==> src/rtl/keypad_scan.sv <==
// -----------------------------------------------------------------------------
// keypad_scan
//
// Purpose:
//    Scans a 4x4 active-low matrix keypad one row at a time and reports each
//    debounced key press as a 4-bit code (4*row_index + col_index) with a
//    single-cycle valid strobe. The columns pass through a two-flop
//    synchroniser, presses and releases are both debounced, and a second
//    code is never reported until the first key has been released.
//
// Optional feature:
//    KEYPAD_REPEAT_EN - when defined, a key held down re-issues key_valid
//                       (same key_code) every REPEAT_CYC cycles. When
//                       undefined, exactly one key_valid is issued per press
//                       and no repeat counter exists.
//
// Parameters:
//    SCAN_DIV      clock cycles each row is driven (>= 4)
//    DEBOUNCE_CYC  consecutive stable cycles to accept a press/release (>= 2)
//    REPEAT_CYC    auto-repeat period (only with KEYPAD_REPEAT_EN)
//
// Ports:
//    clk        in   1  system clock, rising edge
//    rst        in   1  synchronous active-high reset
//    row        out  4  row drive, active-low, exactly one bit low
//    col        in   4  column sense, active-low, asynchronous
//    key_code   out  4  code of the last accepted key
//    key_valid  out  1  one-cycle pulse for a newly accepted key
//    key_held   out  1  high while the accepted key is still pressed
// -----------------------------------------------------------------------------
module keypad_scan #(
   parameter int SCAN_DIV     = 1000,
   parameter int DEBOUNCE_CYC = 20000,
   parameter int REPEAT_CYC   = 5000000
) (
   input  logic       clk,
   input  logic       rst,
   output logic [3:0] row,
   input  logic [3:0] col,
   output logic [3:0] key_code,
   output logic       key_valid,
   output logic       key_held
);

   localparam int DW = $clog2(SCAN_DIV);
   localparam int CW = $clog2(DEBOUNCE_CYC + 1);

   // Reject configurations the scan/sync timing relies on.
   if (SCAN_DIV < 4 || DEBOUNCE_CYC < 2 || REPEAT_CYC < 1) begin : g_bad_params
      $error("keypad_scan: illegal parameter value");
   end

   typedef enum logic [1:0] {
      SCAN,
      DEBOUNCE,
      HELD,
      RELEASE
   } state_t;

   state_t        state;
   logic [3:0]    col_meta;
   logic [3:0]    col_s;
   logic [1:0]    row_idx;
   logic [1:0]    row_idx_inc;
   logic [DW-1:0] dwell_cnt;
   logic [CW-1:0] stable_cnt;
   logic [3:0]    pattern;

`ifdef KEYPAD_REPEAT_EN
   localparam int RW = $clog2(REPEAT_CYC + 1);
   logic [RW-1:0] rep_cnt;
`endif

   // Next row index; two bits so 3 wraps to 0 on its own.
   assign row_idx_inc = row_idx + 2'd1;

   // Active-low one-hot row drive for a given row index.
   function automatic logic [3:0] row_drive(input logic [1:0] idx);
      return ~(4'b0001 << idx);
   endfunction

   // Lowest-index low column wins when several columns read 0.
   function automatic logic [1:0] low_col(input logic [3:0] p);
      if (!p[0]) begin
         return 2'd0;
      end else if (!p[1]) begin
         return 2'd1;
      end else if (!p[2]) begin
         return 2'd2;
      end else begin
         return 2'd3;
      end
   endfunction

   // Saturating increment for the stable-cycle counter.
   function automatic logic [CW-1:0] sat_inc(input logic [CW-1:0] v);
      return (v == {CW{1'b1}}) ? v : v + 1'b1;
   endfunction

   always_ff @(posedge clk) begin
      if (rst) begin
         col_meta   <= 4'hF;
         col_s      <= 4'hF;
         state      <= SCAN;
         row_idx    <= 2'd0;
         row        <= 4'b1110;
         dwell_cnt  <= '0;
         stable_cnt <= '0;
         pattern    <= 4'hF;
         key_code   <= 4'h0;
         key_valid  <= 1'b0;
         key_held   <= 1'b0;
`ifdef KEYPAD_REPEAT_EN
         rep_cnt    <= '0;
`endif
      end else begin
         col_meta  <= col;
         col_s     <= col_meta;
         key_valid <= 1'b0;

         case (state)
            SCAN: begin
               // Sample only at the end of the dwell so the two-cycle
               // synchroniser has flushed the previous row's columns.
               if (dwell_cnt == DW'(SCAN_DIV - 1)) begin
                  dwell_cnt <= '0;
                  if (col_s != 4'hF) begin
                     pattern    <= col_s;
                     stable_cnt <= '0;
                     state      <= DEBOUNCE;
                  end else begin
                     row_idx <= row_idx_inc;
                     row     <= row_drive(row_idx_inc);
                  end
               end else begin
                  dwell_cnt <= dwell_cnt + 1'b1;
               end
            end

            DEBOUNCE: begin
               if (col_s != pattern) begin
                  // Bounce: give up on this row and retry a full rotation later.
                  state     <= SCAN;
                  dwell_cnt <= '0;
                  row_idx   <= row_idx_inc;
                  row       <= row_drive(row_idx_inc);
               end else if (stable_cnt == CW'(DEBOUNCE_CYC - 1)) begin
                  key_code  <= {row_idx, low_col(pattern)};
                  key_valid <= 1'b1;
                  key_held  <= 1'b1;
                  state     <= HELD;
`ifdef KEYPAD_REPEAT_EN
                  rep_cnt   <= '0;
`endif
               end else begin
                  stable_cnt <= sat_inc(stable_cnt);
               end
            end

            HELD: begin
               // Any non-F pattern counts as still held, so sliding between
               // keys on the same row never produces a second code.
               if (col_s == 4'hF) begin
                  stable_cnt <= '0;
                  state      <= RELEASE;
               end
`ifdef KEYPAD_REPEAT_EN
               else if (rep_cnt == RW'(REPEAT_CYC - 1)) begin
                  key_valid <= 1'b1;
                  rep_cnt   <= '0;
               end else begin
                  rep_cnt <= rep_cnt + 1'b1;
               end
`else
               // Without auto-repeat the held key was already reported once.
`endif
            end

            RELEASE: begin
               if (col_s != 4'hF) begin
                  // Release glitch: still the same press, no new pulse.
                  state <= HELD;
`ifdef KEYPAD_REPEAT_EN
                  rep_cnt <= '0;
`endif
               end else if (stable_cnt == CW'(DEBOUNCE_CYC - 1)) begin
                  state     <= SCAN;
                  key_held  <= 1'b0;
                  dwell_cnt <= '0;
                  row_idx   <= row_idx_inc;
                  row       <= row_drive(row_idx_inc);
               end else begin
                  stable_cnt <= sat_inc(stable_cnt);
               end
            end

            default: begin
               state <= SCAN;
            end
         endcase
      end
   end

endmodule

==> config.mk <==
export PLATFORM = sky130hd
export DESIGN_NAME = keypad_scan
export DESIGN_NICKNAME = d
export VERILOG_FILES = /design/src/rtl/keypad_scan.sv
export SDC_FILE = /design/constraint.sdc
export NUM_CORES = 1
export LEC_CHECK = 0
export CAP_MARGIN = 20
export CORE_ASPECT_RATIO = 1.75
export CORE_MARGIN = 1
export CORE_UTILIZATION = 50
export CTS_CLUSTER_SIZE = 20
export DETAILED_ROUTE_END_ITERATION = 16
export MAX_ROUTING_LAYER = met4
export PLACE_DENSITY = 0.65
export SETUP_SLACK_MARGIN = 0.5
export SLEW_MARGIN = 20
export SYNTH_ARGS = -nofsm -noshare
export SYNTH_HDL_FRONTEND = slang
export SYNTH_SLANG_ARGS = --single-unit
==> constraint.sdc <==
create_clock -name clk -period 2.3 [get_ports clk]
set_input_delay 0.46 -clock clk [delete_from_list [all_inputs] [get_ports clk]]
set_output_delay 0.46 -clock clk [all_outputs]
set_load 0.05 [all_outputs]
# Word-level counts from Yosys, hierarchy flattened
# Index checks and enable logic that the tools add are counted.
[op_classes]
add_sub_neg = 3
n_eq_ne = 20
shifts = 1
muxes = 42
bitwise_logic = 3
n_reduce_logical = 11
[ops]
columns = ["cell", "count"]
rows = [
  ["two-way mux 15 bit", 7],
  ["one-hot mux 15 bit (4 select lines)", 1],
  ["two-way mux 10 bit", 4],
  ["== test 15 bit (second input constant)", 2],
  ["one-hot mux 10 bit (3 select lines)", 1],
  ["two-way mux 2 bit", 14],
  ["two-way mux 4 bit", 5],
  ["!= test 2 bit (second input constant)", 9],
  ["adder 15 x 1 -> 15 bit (second input constant)", 1],
  ["AND reduction 5 bit", 3],
  ["one-hot mux 4 bit (3 select lines)", 1],
  ["adder 10 x 1 -> 10 bit (second input constant)", 1],
  ["== test 10 bit (second input constant)", 1],
  ["one-hot mux 2 bit (4 select lines)", 1],
  ["two-way mux 1 bit", 6],
  ["!= test 3 bit (second input constant)", 2],
  ["one-hot mux 2 bit (3 select lines)", 1],
  ["AND reduction 3 bit", 2],
  ["AND reduction 6 bit", 1],
  ["== test 2 bit (second input constant)", 2],
  ["== test 4 bit (second input constant)", 1],
  ["!= test 4 bit", 1],
  ["!= test 4 bit (second input constant)", 1],
  ["NOT 4 bit", 1],
  ["other kinds (10)", 11],
]
[totals]
regBits = 51
in_bits = 6
output_inout_bits = 10

# Longest topological paths before layout
[depth]
ltp_word = 6
ltp_mapped = 7

# Least setup slack after synthesis
# OpenSTA, ideal clock, no wires.
[synth_path]
path_type = "register -> register"
start = "register stable_cnt[8]"
end = "register row[0]"
setup_time_ns = 0.121
t_arrival_ns = 1.901
required_time_ns = 2.179
setup_slack_ns = 0.277
stages_incl_launch_ff = 7
path_buffers = 1
path_cell_list = "dfxtp_1 -> or4b_4 -> nor4_4 -> nand3_1 -> o21ba_1 -> buf_6 -> mux2_4"
[synth_between]
elab_chain_len = 3
[synth_rtl]
columns = ["item", "line", "source"]
rows = [
  ["start: declaration", "66", "logic [CW-1:0] stable_cnt;"],
  ["start signal: assignment", "156", "stable_cnt <= sat_inc(stable_cnt);"],
  ["start signal: assignment", "193", "stable_cnt <= sat_inc(stable_cnt);"],
  ["== test 15 bit", "186", "end else if (stable_cnt == CW'(DEBOUNCE_CYC - 1)) begin"],
  ["!= test 2 bit (no source line)", "-", ""],
  ["AND reduction 6 bit (no source line)", "-", ""],
  ["end signal: assignment", "133", "row <= row_drive(row_idx_inc);"],
  ["end signal: assignment", "146", "row <= row_drive(row_idx_inc);"],
  ["end signal: assignment", "191", "row <= row_drive(row_idx_inc);"],
  ["end: declaration", "38", "output logic [3:0] row,"],
]
# No other way between the ends.
# A chain may end at the register's enable or synchronous reset.

# Worst setup path in the final report
[layout_path]
start = "register stable_cnt[12]"
end = "register dwell_cnt[1]"
[layout_between]
elab_chain_len = 3
[layout_rtl]
columns = ["item", "line", "source"]
rows = [
  ["== test 15 bit", "186", ""],
  ["!= test 2 bit (no source line)", "-", ""],
  ["AND reduction 4 bit (no source line)", "-", ""],
  ["end signal: assignment", "136", "dwell_cnt <= dwell_cnt + 1'b1;"],
  ["end: declaration", "65", "logic [DW-1:0] dwell_cnt;"],
]
# No other way between the ends.

==> results.tsv <==
metric	value	unit
status	finished, final reports clean	
DRC	0	
cell count after placement	363	
Power Internal	1.17	mW
fmax	491	MHz
most frequent cell after synthesis	dfxtp_1	
Yosys cell types	50	
Slew Viols, Final	0	
DP HPWL	4.33	mm
arrival time worst endpoint	2280	ps
Synth top area share	39.7	%
cell accounting for the most synthesized area	dfxtp_1	
Critical Path Source Type	flip-flop	
Switching Share	24.8	%
Synth Cell Area	2570	µm²
Initial Utilization	52.1	%
I/O Pins	16	
top post-synthesis cells by count	dfxtp_1, nor2_1, nand2_1	
n_diodes	0	
area grow syn2layout	28.1	%
Final #Nets	341	
Die X	56.2	µm
fin cells	384	
post-synthesis net count	306	
Ys Warns	0	
share of the yosys chip area belonging to registers	39.7	%
Clk Latency, worst-skew pair	310	ps
global-route usage over all layers	24.1	%
setup TNS	0	ps
Area contributors post-synth	dfxtp_1, mux2i_1, nor2_1, and3_1, a221o_1	
Critical Path Sink Type	flip-flop	
Hold Slack	421	ps
max_slew headroom	66.5	%
die span in y	96.8	µm
Row Count	34	
Pwr Total	1.56	mW
Max Cap Viol	0	
Hold WC Path Type	reg -> reg	
min cycle time layout	2040	ps
Final period util	88.6	%
top_reg_cell synth	dfxtp_1	
H-tree lvl count	2	
critical path type	reg -> reg	
layout cells sized above 1	29.1	%
drt wl/cell	16.5	µm
Iteration-0 DRC Markers	100	
DRT Pass-1 Iters	5	
Fin. Hold Viols	0	
Num CTS Buffers	5	
Vias	2337	
cts hold-fix bufs	0	
CTS root buffer	clkbuf_8	
Clock power frac	35.0	%
Pwr Density	473	nW/µm²
LEAKAGE	1.34	nW
Sinks on Clock Net	51	
Cells after Synth	294	
critical path peak fanout	7	
Worst Skew	12.0	ps
final core utilization	66.7	%
Post-synth EDFFs	0	
worst slew pin tran	504	ps
Max Root-Sink Buffers	2	
Final ANT Viol Nets	0	
core area	4930	µm²
Psw	386	µW
RSZ-0062 raised after global routing	true	
Die ar.	5440	µm²
vias in the first global route	2234	
TritonCTS clock tree	yes	
Comb pwr share	6.7	%
Setup violations, final	0	
Post-Syn Area per Cell	8.74	µm²
PortBufs	15	
sequential fraction of design power	58.3	%
Reg clk slew, reported paths	100	ps
largest net degree at the start of global routing	21	
Post-synth ARST share	0	%
routability cong.	0.919	
first-pass GRT wire length	10.3	mm
critical path required time	2550	ps
via/cell ratio	6.09	
Seq cells post-synth	51	
Remaining Overflow, GRT	0	
initial antenna violation count	0	
final WL	6.35	mm
VDD IR-drop max	0.486	mV
[worst max-delay path, cell delays in order (launching register included)]
cell and delay [ps]:
dfxtp_2 360, or4b_4 530, nor4_4 160, buf_6 180, a31oi_4 110, or4b_4 500
a21oi_2 130
[path summary, 6_finish.rpt]
| path | startpoint | to | slack, ps | cells after the start |
|---|---|---|---|---|
| max | stable_cnt[12] | dwell_cnt[1] | 260 | 6 |
| min | col_meta[2] | col_s[2] | 420 | 1 |
| max reg2reg | stable_cnt[12] | dwell_cnt[1] | 260 | 6 |
| min reg2reg | col_meta[2] | col_s[2] | 420 | 1 |
[repair_timing]
action / in CTS / in global routing
endpoints found under the setup margin: 47 / 42
setup buffers: 5 / 6
cloned: 1 / 1
pin swaps: 4 / 12
resized for setup: 34 / 47
[kinds of logic (layout without fill, tap and decap cells)]
kind of cell             count (synthesis)  after routing  synth area share [%]
flip-flops                              51             51                  39.7
multiplexers                            16             16                  6.67
AO/OA/AOI/OAI                           58             58                  16.8
XOR/XNOR                                 4              4                  1.36
adder cells (fa/ha/maj)                  6              6                  2.92
AND/OR/NAND/NOR                        135            135                  28.4
buffers and inverters                   24             60                  4.09
[placed cells by master, fill, tap and decap left out, types with 3 or more instances in the layout]
cell and n:
dfxtp_1 37, nor2_1 33, nand2_1 23, buf_4 23, and3_1 15, mux2i_1 13
dfxtp_2 13, nand3_1 10, or2_2 10, dlygate4sd2_1 10, inv_1 9, nand4_1 9
a221o_1 9, nor2b_1 6, o21ai_1 6, ha_1 5, clkbuf_8 5, buf_6 5
clkdlybuf4s50_1 5, a21oi_1 4, nor3_1 3, xnor2_2 3, or3_1 3, a31oi_1 3
o21ai_0 3, o21ai_2 3
[registers in the layout, indices dropped and copies added (netlist names)]
| signal | count |
|---|---|
| row | 4 |
| state | 2 |
| row_idx | 2 |
| col_s | 4 |
| key_held | 1 |
| pattern | 4 |
| dwell_cnt | 10 |
| key_valid | 1 |
| col_meta | 4 |
| stable_cnt | 15 |
| key_code | 4 |
[through the flow]
| step | instance area, µm² | setup WS (ps) |
|---|---|---|
| after floorplan | 2600 | 287 |
| after global placement | 2850 | 189 |
| after detailed placement | 2850 | 136 |
| after CTS | 3040 | 150 |
| after global routing | 3290 | 201 |
| final | 3290 | 262 |
[layer usage]
metal / GRT usage, % / vias to the layer above / part of all wire [%]
met1: 26.1 / 1120 / 40
met4: 12.4 / 0 / 2.7
met2: 41.9 / 53 / 55
met3: 3.48 / 15 / 2.3
met5: - / - / 0
li1: - / 1149 / -
[power groups by stage]
stage               sequential (mW)  combinational, mW  clock [mW]
floorplan                     0.921             0.0475           0
global placement              0.923             0.0757           0
detailed placement            0.923             0.0764           0
CTS                           0.902             0.0849       0.558
global route                  0.909              0.114       0.596
finish                        0.907              0.104       0.545
[final cells by class]
cell class | count | area [µm²]
Clock inverter | 3 | 26.3
Multi-Input combinational cell | 219 | 1690
Timing Repair Buffer | 43 | 367
Sequential cell | 51 | 1040
Inverter | 9 | 33.8
Tap cell | 54 | 67.6
Fill cell | 410 | 1650
Clock buffer | 5 | 68.8
No activity file was read; power rests on OpenSTA's default activity.
